## src/rtl/bo_mult_datapath.sv

```systemverilog
`default_nettype none
// ============================================================================
//  Module      : bo_mult_datapath
//  Description : Operative block of the successive-addition multiplier.
//                Holds the multiplicand (opr), a down-counter loaded with the
//                multiplier (cnt) and a 2*WIDTH accumulator that adds opr once
//                per cac strobe. The control block drives set/rac/cac/dec and
//                watches zero; the product is presented on p.
//  Ports       : clk, rst         - clock, synchronous active-high reset
//                a, b             - multiplicand / multiplier, sampled on set
//                set, rac, cac, dec - control strobes (load, clear acc,
//                                   accumulate, decrement)
//                zero             - counter == 0 (combinational)
//                p                - accumulator contents (product)
//                ovf              - sticky overflow flag, only present when
//                                   BO_MULT_OVF_EN is defined
//  Options     : `define BO_MULT_OVF_EN adds the ovf output.
//  Revision    : 1.0 - initial release
// ============================================================================
module bo_mult_datapath #(
    parameter int WIDTH = 8
) (
    input  logic                 clk,
    input  logic                 rst,
    input  logic [WIDTH-1:0]     a,
    input  logic [WIDTH-1:0]     b,
    input  logic                 set,
    input  logic                 rac,
    input  logic                 cac,
    input  logic                 dec,
    output logic                 zero,
`ifdef BO_MULT_OVF_EN
    output logic                 ovf,
`endif
    output logic [2*WIDTH-1:0]   p
);

    logic [WIDTH-1:0]   r_opr;
    logic [WIDTH-1:0]   r_cnt;
    logic [2*WIDTH-1:0] r_acc;
    logic               w_cnt_zero;
    // One extra bit so the carry out of the accumulator add is visible.
    logic [2*WIDTH:0]   w_sum;

    assign w_cnt_zero = (r_cnt == '0);
    assign w_sum      = {1'b0, r_acc} + {{(WIDTH+1){1'b0}}, r_opr};

    // Operand and counter. set takes priority over dec; dec saturates at 0.
    always_ff @(posedge clk) begin
        if (rst) begin
            r_opr <= '0;
            r_cnt <= '0;
        end else if (set) begin
            r_opr <= a;
            r_cnt <= b;
        end else if (dec && !w_cnt_zero) begin
            r_cnt <= r_cnt - WIDTH'(1);
        end
    end

    // Accumulator. rac takes priority over cac; the add wraps modulo 2^(2W).
    always_ff @(posedge clk) begin
        if (rst) begin
            r_acc <= '0;
        end else if (rac) begin
            r_acc <= '0;
        end else if (cac) begin
            r_acc <= w_sum[2*WIDTH-1:0];
        end
    end

`ifdef BO_MULT_OVF_EN
    logic r_ovf;

    // Sticky flag: carry out of an accumulate, or a decrement of an empty
    // counter. set clears it and wins over a same-cycle setting event.
    always_ff @(posedge clk) begin
        if (rst || set) begin
            r_ovf <= 1'b0;
        end else if ((cac && !rac && w_sum[2*WIDTH]) || (dec && w_cnt_zero)) begin
            r_ovf <= 1'b1;
        end
    end

    assign ovf = r_ovf;
`endif

    assign zero = w_cnt_zero;
    assign p    = r_acc;

endmodule
`default_nettype wire

```

## config.mk

```make
export PLATFORM = sky130hd
export DESIGN_NAME = bo_mult_datapath
export DESIGN_NICKNAME = d
export VERILOG_FILES = /design/src/rtl/bo_mult_datapath.sv
export SDC_FILE = /design/constraint.sdc
export NUM_CORES = 1
export LEC_CHECK = 0
export ABC_AREA = 1
export CELL_PAD_IN_SITES_DETAIL_PLACEMENT = 0
export CELL_PAD_IN_SITES_GLOBAL_PLACEMENT = 1
export CORE_AREA = 10 10 93 95
export DETAILED_ROUTE_END_ITERATION = 10
export DIE_AREA = 0 0 103 105
export PLACE_DENSITY_LB_ADDON = 0.25
export SETUP_SLACK_MARGIN = 0.1
export SYNTH_ARGS = -nofsm -noshare
export SYNTH_HDL_FRONTEND = slang
export SYNTH_SLANG_ARGS = --single-unit
```

## constraint.sdc

```tcl
create_clock -name clk -period 4 [get_ports clk]
set_input_delay 0.8 -clock clk [delete_from_list [all_inputs] [get_ports clk]]
set_output_delay 0.8 -clock clk [all_outputs]
set_load 0.02 [all_outputs]
```

## Yosys cells after proc, flatten, opt, wreduce, memory -nomap -nowiden

Cells that the tools add are included.

- Word-level logic and storage cells: 12
- Flip-flop bits (word level): 32

- Muxes and demuxes: 2
- Reductions and logical operators: 5
- Add/sub/neg operators: 2

Operators by type and width:

| operator | count |
|---|---|
| 16-bit by 8-bit adder with 16-bit output | 1 |
| 8-bit two-way mux | 2 |
| 8-bit logical NOT | 1 |
| 8-bit by 1-bit subtractor with 8-bit output, second input constant | 1 |
| 2-bit nonzero test | 1 |
| 2-bit OR reduction | 1 |
| 1-bit logical AND | 1 |
| 1-bit logical NOT | 1 |

## Depth between registers and ports, before layout

- Word-level depth: 5
- Depth in mapped cells: 10
- Depth with buffers taken out: 10

## Worst setup path after synthesis

OpenSTA, ideal clock, no wires.

- Kind: register to output
- Start point: register r_cnt[0]
- End point: output zero
- Buffers on the path: 0
- Setup slack: 2.200 ns
- Data arrival time: 1.000 ns
- Cell stages (with the launch flop): 5
- Path through: dfxtp_1 > inv_1 > ha_1 > nand3_1 > nor2_1

- Word-level cells in the longest chain between the ends: 1

RTL lines:

| item | line | text |
|---|---|---|
| from (decl) | 39 | `logic [WIDTH-1:0] r_cnt;` |
| from (signal assigned) | 57 | `r_cnt <= r_cnt - WIDTH'(1);` |
| 8-bit logical NOT | 45 | `assign w_cnt_zero = (r_cnt == '0);` |
| to (decl) | 31 | `output logic zero,` |

No other way between the ends.

## Worst setup path after layout

Ends and elaborated chain as after synthesis.

==> impl_metrics.yaml <==
outcome:
  outcome: "complete, no violations"
worst_setup_path:
  cp.arrival_ps: 1790
  crit_slowest_cell: "clkdlybuf4s50_1"
  crit_chain: "inv_1 -> ha_1 -> nand3_1 -> nor2_1 -> clkdlybuf4s50_1"
  worstSetupStartpointType: "flop"
  cp_max_fo: 4
  cpPeakStageDelay_ps: 630
  crit_type: "flop to output port"
  worst_setup_path_end_kind: "output port"
  cp.required_ps: 3200
yosys:
  synth_area_leaders: "dfxtp_1, nand2_1, nor2_1"
  syn_nets: 340
  synth_top_area_cell: "dfxtp_1"
  synth_edf_count: 0
  ys_types: 29
  ys_ff_latch: 32
  syn_inst: 307
  ys.flop_type: "dfxtp_1"
  synth_top_area_share_pct: 32.3
  syn_area_per_cell_sq_um: 6.46
  seq_area_frac_synth_pct: 32.3
  ys_async_sr_fraction_pct: 0
  yosys_warnings: 0
  syn_area_sq_mm: 0.00198
timing:
  skew_ps: 5.91
  slew_viol_final: 0
  slew_headroom_pct: 54.8
  tightest_slew_ps: 676
  clock.fmax_ghz: 0.386
  finalCritPeriodShare_pct: 64.8
  hold_ws_ps: 489
  rsz0062_at_grt: "no"
  setup_viol: 0
  finalSetupTns_ps: 0
  final.min_clock_period_ps: 2590
  finalHoldViolCount: 0
global_route:
  grt_max_degree: 21
  grt_first_pass_wirelength_microns: 9210
  grt.total_usage_pct: 10.4
  grt_pass1_vias: 2014
  overflow: 0
  antenna_found_initial: 0
finish:
  final_net_count: 380
  final_area_sq_mm: 0.00257
  fill_cells: 744
  syn2layout_area_growth_pct: 29.4
  drive_above_1_share_pct: 5.75
  antennaDiodeCount: 0
cts:
  cts_sinks: 32
  cts_resized: 0
  cts_setup_buffers: 0
  ctsHoldBuffers: 0
  clk_path_buf_depth: 2
  cts_root_buf: "clkbuf_8"
  cts_buffers: 5
  clkLatencyLatePin_ps: 290
  cts.clk_slew.worst_paths_ps: 70
  htree_levels: 2
  cts_tree: "yes"
run:
  max_cap_viol_count: 0
power_and_ir_drop:
  ir_worst_vdd_mv: 0.128
  leakagePower_uw: 0.00118
  total_power_uw: 864
  p_per_area_mw_per_mm2: 337
die:
  die_area_sq_mm: 0.0108
  rows: 30
  ios: 39
  core_sq_mm: 0.00676
  start_util_pct: 29.4
  die_h_microns: 105
  die_w_microns: 103
place:
  routabilityCongestion: 0.786
  io_buffers: 38
  place_area_sq_mm: 0.00244
  dp_hpwl_microns: 4280
detailed_routing:
  drc_errors: 0
  final_antenna_net_count: 0
  avgRoutedWirePerCell_microns: 12.5
  drt_iter0_drc: 42
  dr.pass1.iters: 4
  vias: 1954
  via_per_inst: 4.57
  routed_wl_microns: 5370
min_path:
  holdCritPathClass: "flop to flop"
## layout make-up
type | instances | area [sq um] | area share (%)
tap | 80 | 100 | 3.90
clock buffer | 7 | 96.3 | 3.75
timing repair buffer | 39 | 388 | 15.1
clock inverter | 1 | 30.0 | 1.17
multi-input combinational | 232 | 1170 | 45.6
inverter | 37 | 140 | 5.46
sequential | 32 | 641 | 25.0
## synth_stat cells (2+ instances only)
cell type	number
nor3_1	6
xnor2_1	3
nand4_1	4
nor2_1	58
a21oi_1	12
buf_2	2
a21o_1	2
nand3_1	32
clkbuf_2	2
or2_2	3
ha_1	10
dfxtp_1	32
o21ai_0	17
nor2_4	2
nand2_1	70
xor2_1	3
inv_1	36
nor4_1	2
## state kept, by name, indices dropped and copies added (netlist names)
signal and count:
r_cnt 8, p 16, r_opr 8
## through the flow
step,worst slack (ps),instances,utilization (%)
after floorplan,2200,307,-
after global placement,1270,420,36.1
after detailed placement,1210,420,36.1
after CTS,1390,428,38.0
after global routing,1260,428,38.0
final,1410,428,38.0
## layout by cell type, fill, tap and decap left out
master and instances:
nand2_1 70, nor2_1 58, clkdlybuf4s50_1 38, inv_1 36, nand3_1 32, dfxtp_1 32
o21ai_0 17, a21oi_1 12, ha_1 10, clkbuf_8 7, nor3_1 6, nand4_1 4
or2_2 3, xnor2_1 3, xor2_1 3, nor2_4 2, a21o_1 2, nor4_1 2
nand2_2 1, nor2_2 1, o211ai_1 1, o21ai_4 1, nand2_4 1, clkinv_2 1
a21oi_2 1, a21boi_0 1, fa_1 1, bufinv_16 1, buf_4 1
## worst paths after layout
kind              cells after the start        to  slack, ps     start
setup / recovery                      5      zero       1410  r_cnt[0]
hold / removal                        1  r_cnt[0]        490  r_cnt[0]
setup reg to reg                     10      p[8]       2140      p[0]
hold reg to reg                       1  r_cnt[0]        490  r_cnt[0]
## cell families after synthesis
family	share of synthesized area [%]
flip-flops	32.3
AO/OA/AOI/OAI	10.1
adder cells (fa/ha/maj)	7.32
AND/OR/NAND/NOR	39.0
XOR/XNOR	2.65
buffers and inverters	8.64
## critical path, delay by kind of cell, from the launching register on
family                   cells  cell delay [ps]
adder cells (fa/ha/maj)      1              150
buffers and inverters        2              720
flip-flops                   1              340
AND/OR/NAND/NOR              2              300
## per-layer routing
metal / track usage (%) / wire, microns / vias up
met3: 2.77 / 218 / 10
li1: - / - / 1066
met2: 17.5 / 2540 / 33
met4: 2.98 / 74 / 0
met1: 12.6 / 2530 / 845
met5: 0 / 0 / -
## where the power goes
part | switching [uW] | internal [uW]
Sequential | 16.9 | 335
Clock | 132 | 220
Combinational | 88.8 | 71.3
Total | 238 | 627
No activity file was read; power rests on OpenSTA's default activity.
